$ cat src/rtl/spi_slave.sv
// SPI mode-0 responder: oversampled pins, MSB-first DATA_WIDTH words, valid-pulse rx, one-entry tx holding register.
// Build option: define SPI_SLAVE_FRAME_ERR_EN to pulse frame_err when cs_n or enable cuts a word short.
module spi_slave #(
   parameter int unsigned           DATA_WIDTH   = 16,
   parameter int unsigned           SYNC_STAGES  = 2,
   parameter logic [DATA_WIDTH-1:0] IDLE_TX_WORD = '0
) (
   input  logic                  clk,
   input  logic                  rst_n,
   input  logic                  enable,
   input  logic                  sclk,
   input  logic                  cs_n,
   input  logic                  mosi,
   output logic                  miso,
   output logic                  miso_oe,
   input  logic [DATA_WIDTH-1:0] tx_data,
   input  logic                  tx_valid,
   output logic                  tx_ready,
   output logic                  tx_underrun,
   output logic [DATA_WIDTH-1:0] rx_data,
   output logic                  rx_valid,
   output logic                  frame_err,
   output logic                  busy
);

   localparam int unsigned          CNT_W      = $clog2(DATA_WIDTH + 1);
   localparam logic [CNT_W-1:0]     LAST_BIT   = CNT_W'(DATA_WIDTH - 1);
   localparam logic [2:0]           FLUSH_DONE = 3'(SYNC_STAGES + 1);

   typedef enum logic {
      IDLE  = 1'b0,
      SHIFT = 1'b1
   } state_t;

   // ---------------------------------------------------------------
   // Pin synchronizers and edge detection
   // ---------------------------------------------------------------
   logic [SYNC_STAGES-1:0] sclk_sr;
   logic [SYNC_STAGES-1:0] cs_sr;
   logic [SYNC_STAGES-1:0] mosi_sr;
   logic                   sclk_prev;
   logic                   cs_prev;
   logic                   sclk_s;
   logic                   cs_s;
   logic                   mosi_s;

   always_ff @(posedge clk or negedge rst_n) begin
      if (!rst_n) begin
         sclk_sr   <= '0;
         cs_sr     <= '1;
         mosi_sr   <= '0;
         sclk_prev <= 1'b0;
         cs_prev   <= 1'b1;
      end else begin
         sclk_sr   <= {sclk_sr[SYNC_STAGES-2:0], sclk};
         cs_sr     <= {cs_sr[SYNC_STAGES-2:0], cs_n};
         mosi_sr   <= {mosi_sr[SYNC_STAGES-2:0], mosi};
         sclk_prev <= sclk_s;
         cs_prev   <= cs_s;
      end
   end

   assign sclk_s = sclk_sr[SYNC_STAGES-1];
   assign cs_s   = cs_sr[SYNC_STAGES-1];
   assign mosi_s = mosi_sr[SYNC_STAGES-1];

   // A cs_n already low when reset releases flows through the chain as a fake
   // falling edge; frames are only armed once cs_n has been seen high after the flush.
   logic [2:0] flush_cnt;
   logic       cs_armed;

   always_ff @(posedge clk or negedge rst_n) begin
      if (!rst_n) begin
         flush_cnt <= '0;
         cs_armed  <= 1'b0;
      end else if (flush_cnt != FLUSH_DONE) begin
         flush_cnt <= flush_cnt + 1'b1;
      end else if (cs_s) begin
         cs_armed  <= 1'b1;
      end
   end

   logic sclk_rise;
   logic sclk_fall;
   logic cs_fall;
   logic cs_rise;

   assign sclk_rise = sclk_s & ~sclk_prev;
   assign sclk_fall = ~sclk_s & sclk_prev;
   assign cs_fall   = ~cs_s & cs_prev & cs_armed;
   assign cs_rise   = cs_s & ~cs_prev;

   // ---------------------------------------------------------------
   // Transmit holding register
   // ---------------------------------------------------------------
   state_t                  state;
   logic [CNT_W-1:0]        bit_cnt;
   logic                    boundary;
   logic [DATA_WIDTH-1:0]   tx_shift;
   logic [DATA_WIDTH-1:0]   rx_shift;
   logic                    word_done;
   logic                    hold_full;
   logic [DATA_WIDTH-1:0]   hold_data;
   logic                    load_now;
   logic                    word_end;
   logic                    tx_accept;
   logic [DATA_WIDTH-1:0]   load_word;

   // cs_rise outranks a simultaneous sclk_fall, so a master that releases cs_n on
   // the closing SCLK fall does not trigger a spurious next-word load.
   assign load_now  = enable &&
                      (((state == IDLE) && cs_fall) ||
                       ((state == SHIFT) && sclk_fall && boundary && !cs_rise));
   assign word_end  = sclk_rise && (bit_cnt == LAST_BIT);
   assign load_word = hold_full ? hold_data : IDLE_TX_WORD;

   // Handshake: a transfer happens when tx_valid is high and either tx_ready is
   // high or a word load empties the register in that same cycle; in the latter
   // case the load takes the old word and the register stays full.
   assign tx_accept = tx_valid && (!hold_full || load_now);
   assign tx_ready  = !hold_full;

   always_ff @(posedge clk or negedge rst_n) begin
      if (!rst_n) begin
         hold_full <= 1'b0;
         hold_data <= '0;
      end else if (tx_accept) begin
         hold_full <= 1'b1;
         hold_data <= tx_data;
      end else if (load_now) begin
         hold_full <= 1'b0;
      end
   end

   // ---------------------------------------------------------------
   // Frame state machine
   // ---------------------------------------------------------------
   always_ff @(posedge clk or negedge rst_n) begin
      if (!rst_n) begin
         state       <= IDLE;
         bit_cnt     <= '0;
         boundary    <= 1'b0;
         tx_shift    <= '0;
         rx_shift    <= '0;
         rx_data     <= '0;
         word_done   <= 1'b0;
         rx_valid    <= 1'b0;
         tx_underrun <= 1'b0;
         miso        <= 1'b0;
         miso_oe     <= 1'b0;
      end else begin
         word_done   <= 1'b0;
         rx_valid    <= word_done;
         tx_underrun <= load_now && !hold_full;
         miso        <= (state == SHIFT) ? tx_shift[DATA_WIDTH-1] : 1'b0;

         if (!enable) begin
            state    <= IDLE;
            miso_oe  <= 1'b0;
            bit_cnt  <= '0;
            boundary <= 1'b0;
         end else begin
            case (state)
               IDLE: begin
                  bit_cnt  <= '0;
                  boundary <= 1'b0;
                  if (cs_fall) begin
                     tx_shift <= load_word;
                     miso_oe  <= 1'b1;
                     state    <= SHIFT;
                  end
               end
               SHIFT: begin
                  if (sclk_rise) begin
                     rx_shift <= {rx_shift[DATA_WIDTH-2:0], mosi_s};
                     if (word_end) begin
                        rx_data   <= {rx_shift[DATA_WIDTH-2:0], mosi_s};
                        word_done <= 1'b1;
                        bit_cnt   <= '0;
                        boundary  <= 1'b1;
                     end else begin
                        bit_cnt   <= bit_cnt + 1'b1;
                     end
                  end
                  // A word completing on the same cycle as cs_rise is kept above.
                  if (cs_rise) begin
                     state    <= IDLE;
                     miso_oe  <= 1'b0;
                     bit_cnt  <= '0;
                     boundary <= 1'b0;
                  end else if (sclk_fall) begin
                     if (boundary) begin
                        tx_shift <= load_word;
                        boundary <= 1'b0;
                     end else begin
                        tx_shift <= {tx_shift[DATA_WIDTH-2:0], 1'b0};
                     end
                  end
               end
               default: state <= IDLE;
            endcase
         end
      end
   end

   assign busy = (state != IDLE);

   // ---------------------------------------------------------------
   // Partial-word detection
   // ---------------------------------------------------------------
`ifdef SPI_SLAVE_FRAME_ERR_EN
   logic abort_partial;

   assign abort_partial = (state == SHIFT) && (bit_cnt != '0) &&
                          (!enable || (cs_rise && !word_end));

   always_ff @(posedge clk or negedge rst_n) begin
      if (!rst_n) begin
         frame_err <= 1'b0;
      end else begin
         frame_err <= abort_partial;
      end
   end
`else
   assign frame_err = 1'b0;
`endif

endmodule

$ cat config.mk
export PLATFORM = sky130hd
export DESIGN_NAME = spi_slave
export DESIGN_NICKNAME = d
export VERILOG_FILES = /design/src/rtl/spi_slave.sv
export SDC_FILE = /design/constraint.sdc
export NUM_CORES = 1
export LEC_CHECK = 0
export BUFFER_PORTS_ARGS = -buffer_cell sky130_fd_sc_hd__buf_2
export CAP_MARGIN = 20
export CORE_MARGIN = 8
export CORE_UTILIZATION = 40
export CTS_CLUSTER_DIAMETER = 30
export CTS_CLUSTER_SIZE = 30
export DETAILED_ROUTE_END_ITERATION = 8
export REMOVE_ABC_BUFFERS = 1
export SETUP_SLACK_MARGIN = 0.3
export SYNTH_ARGS = -nofsm -noshare
export SYNTH_HDL_FRONTEND = slang
export SYNTH_SLANG_ARGS = --single-unit
$ cat constraint.sdc
create_clock -name clk -period 1.8 [get_ports clk]
set_clock_uncertainty 0.15 [all_clocks]
set_input_delay 0.36 -clock clk [delete_from_list [all_inputs] [get_ports clk]]
set_output_delay 0.36 -clock clk [all_outputs]
set_load 0.02 [all_outputs]
### Yosys cells after proc, flatten, opt, wreduce, memory -nomap -nowiden

Cells that the tools add are included.

* $add $sub $neg: 2
* equal/unequal tests: 8
* multiplexer cells: 33
* bitwise gates (word level): 11
* reductions and logical operators: 18

Operators with widths (number)
* $mux W16: 5
* $pmux W16 S2: 1
* $mux W5: 4
* $mux W1: 19
* $pmux W5 S2: 1
* $logic_and A1 B1 Y1: 8
* $reduce_and A4 Y1: 2
* $ne A2 B2 Y1 const B: 3
* $ne A3 B3 Y1 const B: 2
* $not A1 Y1: 6
* $pmux W1 S2: 3
* $add A5 B1 Y5 const B: 1
* $and A1 B1 Y1: 5
* $eq A5 B4 Y1 const B: 1
* $ne A4 B4 Y1 const B: 1
* $reduce_and A2 Y1: 2
* $add A3 B1 Y3 const B: 1
* $ne A3 B2 Y1 const B: 1
* $reduce_and A3 Y1: 1
* $logic_not A1 Y1: 2
* $logic_or A1 B1 Y1: 2
* $reduce_bool A2 Y1: 1

* register bits after elaboration: 88
* input bits: 23
* output and inout port bits: 23
* word-level logic and storage cells: 92

### Logic depth before layout (Yosys ltp)

* depth after elaboration: 10
* mapped depth: 7
* gate-level depth less buffers: 5

### Worst setup path before layout

Ideal clock, no wire load.

* path kind: reg-to-reg
* start: register state, in the netlist busy
* end: register hold_data[10]
* library setup time: 125 ps
* data arrival time: 1690 ps
* required time: 1525 ps
* slack: -165 ps
* stages on the path, launching flop included: 8
* buffers on the path: 3
* clock period less this slack: 1965 ps
* cell sequence: dfrtp_1 -> buf_4 -> nor3b_1 -> a22o_1 -> a41o_1 -> buf_6 -> buf_6 -> mux2_4

* word-level cells in the longest chain between the ends: 7
* elaborated cells between the ends (all ways): 9
* those cells by class: 1 x bitwise; 8 x reduce/logical

Ends and longest elaborated chain
* start: declaration: RTL line 96 `state_t state;`
* start signal: assignment: RTL line 140 `state <= IDLE;`
* start signal: assignment: RTL line 158 `state <= IDLE;`
* start signal: assignment: RTL line 170 `state <= SHIFT;`
* $logic_and A1 B1 Y1 (3 in a row): RTL line 113 `((state == SHIFT) && sclk_fall && boundary && !cs_rise));`
* $logic_or A1 B1 Y1 (*): RTL line 112 `(((state == IDLE) && cs_fall) ||`
* $logic_and A1 B1 Y1 (*): RTL line 111 `assign load_now = enable &&`
* $logic_or A1 B1 Y1 (*): RTL line 120 `assign tx_accept = tx_valid && (!hold_full || load_now);`
* $logic_and A1 B1 Y1 (*): RTL line 120
* end signal: assignment: RTL line 129 `hold_data <= tx_data;`
* end: declaration: RTL line 103 `logic [DATA_WIDTH-1:0] hold_data;`

Every way passes the cells marked *; elsewhere a longest branch is shown, timed or not.
A chain may end at the register's enable or synchronous reset.

### Final worst setup path

* start: register cs_sr[1]
* end: register hold_data[10]

* word-level cells in the longest chain between the ends: 8
* elaborated cells between the ends (all ways): 11
* those cells by class: 4 x bitwise; 7 x reduce/logical

Ends and longest elaborated chain
* start: declaration: RTL line 39 `logic [SYNC_STAGES-1:0] cs_sr;`
* start signal: assignment: RTL line 56 `cs_sr <= {cs_sr[SYNC_STAGES-2:0], cs_n};`
* $not A1 Y1: RTL line 90 `assign cs_fall = ~cs_s & cs_prev & cs_armed;`
* $and A1 B1 Y1 (2 in a row): RTL line 90
* $logic_and A1 B1 Y1: RTL line 112
* $logic_or A1 B1 Y1 (*): RTL line 112
* $logic_and A1 B1 Y1 (*): RTL line 111
* $logic_or A1 B1 Y1 (*): RTL line 120
* $logic_and A1 B1 Y1 (*): RTL line 120

Marks and branches as above.

==> impl_results.md <==
- Req. time, crit path: between 1.5 and 2 ns
- Worst Hold Depth: 2
- Multi-input logic area: ~1600 um^2
- Min-delay src: tx_data[0]
- Reg2Reg Depth: 5
- Initial antenna violation count: 0
- Antenna-violating nets left: 0
- Area leader, netlist: dfrtp_1
- Post-synthesis cell type count: 37
- Buffers on Ports: 44
- 1st-iter DRT viols: 63
- P per Cell Area: around 1000 nW/um^2
- CTS H-tree depth: 3
- Total gr overflow: 0
- Seq/Total Area, Yosys: between 60% and 70%
- Max cap viols: 0
- Global routing usage on met2: approximately a fifth
- Routed WL: approximately 7700 um
- Post-Syn Area: 3615 um^2
- Reg2reg setup slack: -0.04 ns
- Ys async rst share: 100.0%
- Slowest-stage cell, CP: dfstp_2
- DR WL/cell: between 15 and 20 um
- # rows: 34
- Clock sink total: 88
- CP startpoint kind: flop
- Tcrit/Tclk final: 102.1%
- Peak VDD IR: a little over 0.0005 V
- Fillers: 758
- Design Power: just under 5 mW
- Unrepaired setup endpoints after global routing: true
- Initial core utilization: between 40% and 50%
- TritonCTS buffer count: 9
- Leakage power: around 2.4 nW
- Reg2reg start: cs_sr[1]$_DFF_PN1_
- Worst-Skew Late Latency: 0.36 ns
- Crit path DAT: slightly below 2 ns
- Failing checks: setup timing
- Final setup violation count: 16
- Final instance area: 4853 um^2
- Area growth, synth to finish: 34.27%
- Main synth FF type: dfrtp_1
- Number of global-route vias before repair: between 2k and 2.5k
- Number of synthesized flops with an enable pin: 0
- Relative slew slack: around 57%
- Switching share of total power: 25.58%
- Comb power frac: 17.2%
- Global Route Usage Sum: between 10% and 20%
- Total negative slack: -0.4033 ns
- Share of Yosys cell area claimed by the top area cell type: between 50% and 60%
- Syn_area_per_cell: ~13 um^2
- Sequential Power Share: 50.5%
- # IOs: between 40 and 50
- Syn Inst Count: about 270
- RR Endpoint: hold_data[10]$_DFFE_PN0P_
- Vias: between 2k and 2.5k
- Dominant cells by area after synthesis: dfrtp_1, mux2_2, mux2_4
- Busiest grt layer: met2
- Nets: 376
- Max clock buf depth: 2
- Final slew viol count: 0
- Util after Layout: a little under three fifths
- Chip Width: ~110 um
- Final RePlAce weighted congestion: slightly below 0.8
- Final hold vios: 0
- DRT Pass-1 Iters: 4
- Worst-margin pin slew: about 0.65 ns
- Hold worst-path end: hold_data[0]$_DFFE_PN0P_
- Clock group share of total power: 32.3%
- Die area: around 12000 um^2
- Largest net degree at the start of global routing: 35
- Placed insts: about 430
- Global-route wire length before repair: 12440 um
- Clock Pin Slew Worst Setup and Hold Paths: roughly 0.1 ns
- Met3 GRT Util: under 10%
- YS warnings: 0
- Vias per cell: between 4 and 5
- Share of layout cells above drive strength 1: a little over half
- Core area: just under 9000 um^2
- Sequential cell area: roughly 2200 um^2
- Synthesized flop and latch total: 88
- CP Class: reg2reg
- Die height: between 100 and 150 um
- Crit path max fanout: 8
- Grt met1 use: between 10% and 20%
- Setup slack after layout: -0.03754 ns
- Hold WC Path Type: in2reg
- Critical Path, Cell by Cell: nor3b_2 -> a22o_1 -> a41o_4 -> clkbuf_16 -> mux2_4
- Post-DP HPWL: 4592 um
- Pint: roughly 3.6 mW
- Post-Place Worst Slack: -0.1377 ns
- CP startpoint: cs_sr[1]$_DFF_PN1_
- Net Sw Power: around 1.3 mW
- Status: finished, violations left
- WHS: just under 0.08 ns
- Crit path largest cell delay: around 0.57 ns
- Diodes inserted: 0
- Root Driver: clkbuf_8
- TritonCTS clock tree: built
- FMAX: between 500 and 600 MHz
- Post-Layout Cell Count: around 460
- Placed inst area: about 4000 um^2
- Period minus WS final: 1.838 ns
- Residual DRC: 0
- Crit. End Element: flop
[state kept, by name, summed over array words and instances, names as in the netlist]
| register | cells |
|---|---|
| hold_data | 16 |
| sclk_sr | 2 |
| mosi_sr | 2 |
| cs_sr | 2 |
| miso | 1 |
| cs_armed | 1 |
| rx_shift | 15 |
| bit_cnt | 5 |
| sclk_prev | 1 |
| miso_oe | 1 |
| tx_shift | 16 |
| tx_underrun | 1 |
| hold_full | 1 |
| word_done | 1 |
| rx_valid | 1 |
| boundary | 1 |
| rx_data | 16 |
| cs_prev | 1 |
| flush_cnt | 3 |
| busy | 1 |
[cell families (layout without fill, tap and decap cells)]
kind of cell	Yosys count	after routing	synth area share, %
flip-flops	88	88	61.02
AND/OR/NAND/NOR	76	76	10.11
multiplexers	64	64	20.98
AO/OA/AOI/OAI	17	17	3.184
buffers and inverters	17	103	2.838
adder cells (fa/ha/maj)	3	3	1.039
XOR/XNOR	3	3	0.7270
other	1	1	0.1037
[cells in the final DEF (no fill, tap or decap), types with 2 or more instances in the layout]
master,instances
mux2_2,5
mux2_4,59
xor2_1,2
dlygate4sd3_1,4
buf_4,23
dfstp_2,3
a21oi_2,2
nand2_1,35
and3_1,4
dfrtp_1,84
buf_6,6
nand4_1,2
a21boi_0,2
inv_2,3
buf_12,6
nand2_2,2
ha_2,2
nand3_1,15
inv_6,2
inv_1,2
buf_2,41
nor2_1,4
clkbuf_8,9
inv_8,2
o21ai_0,4
bufinv_16,2
a21o_1,2
[how the worst max path moves through the flow]
stage	to	slack (ns)	cells past startpoint
floorplan	hold_data[0]$_DFFE_PN0P_	-0.42	4
global placement	hold_data[13]$_DFFE_PN0P_	-0.13	5
detailed placement	hold_data[14]$_DFFE_PN0P_	-0.14	5
CTS	hold_data[1]$_DFFE_PN0P_	-0.02	5
global route	hold_data[8]$_DFFE_PN0P_	-0.08	5
finish	hold_data[10]$_DFFE_PN0P_	-0.04	5
[cell type report]
type                            count  share of cell area (%)
Sequential cell                    88                   45.48
Multi-Input combinational cell    164                   33.00
Timing Repair Buffer               82                   13.56
Tap cell                          108                   2.784
Clock buffer                        9                   2.552
Clock inverter                      7                   2.243
Inverter                            5                  0.3867
[cells in the mapped netlist, drive strengths merged, types with 2 or more instances]
library cell	count
nor2b	3
inv	5
nand2b	2
nand3	16
dfrtp	85
o21ai	5
buf	8
a21boi	2
mux2	64
dfstp	3
nand2	37
a21o	3
nand4	2
nor2	4
and3	4
a21oi	3
clkbuf	4
nor3	3
ha	3
xor2	2
[layer usage]
layer  up-vias  part of all wire (%)
met3         9                   5.1
met2        46                    47
met5         -                     0
met1      1166                    47
li1       1085                     -
met4         0                  0.84
[worst max-delay path: cells and delay by family (launching register included)]
family | cells | cell delay, ns
buffers and inverters | 1 | 0.17
flip-flops | 1 | 0.57
AND/OR/NAND/NOR | 1 | 0.06
multiplexers | 1 | 0.29
AO/OA/AOI/OAI | 2 | 0.46
[power groups by stage]
stage	Combinational (mW)	Sequential, mW	Clock [mW]
6_report	0.841	2.48	1.58
4_1_cts	0.708	2.47	1.64
2_1_floorplan	0.460	2.45	0
3_3_place_gp	0.631	2.49	0
3_5_place_dp	0.653	2.50	0
5_1_grt	0.924	2.52	1.71
[repair_timing]
action,4_1_cts,5_1_grt
hold buffers,4,0
cloned,1,1
hold endpoints to repair,27,0
setup buffers,9,4
gates resized for setup,55,31
setup endpoints to repair,69,74
pin swaps,6,5
Note: power is estimated with default switching activity, not from simulation.
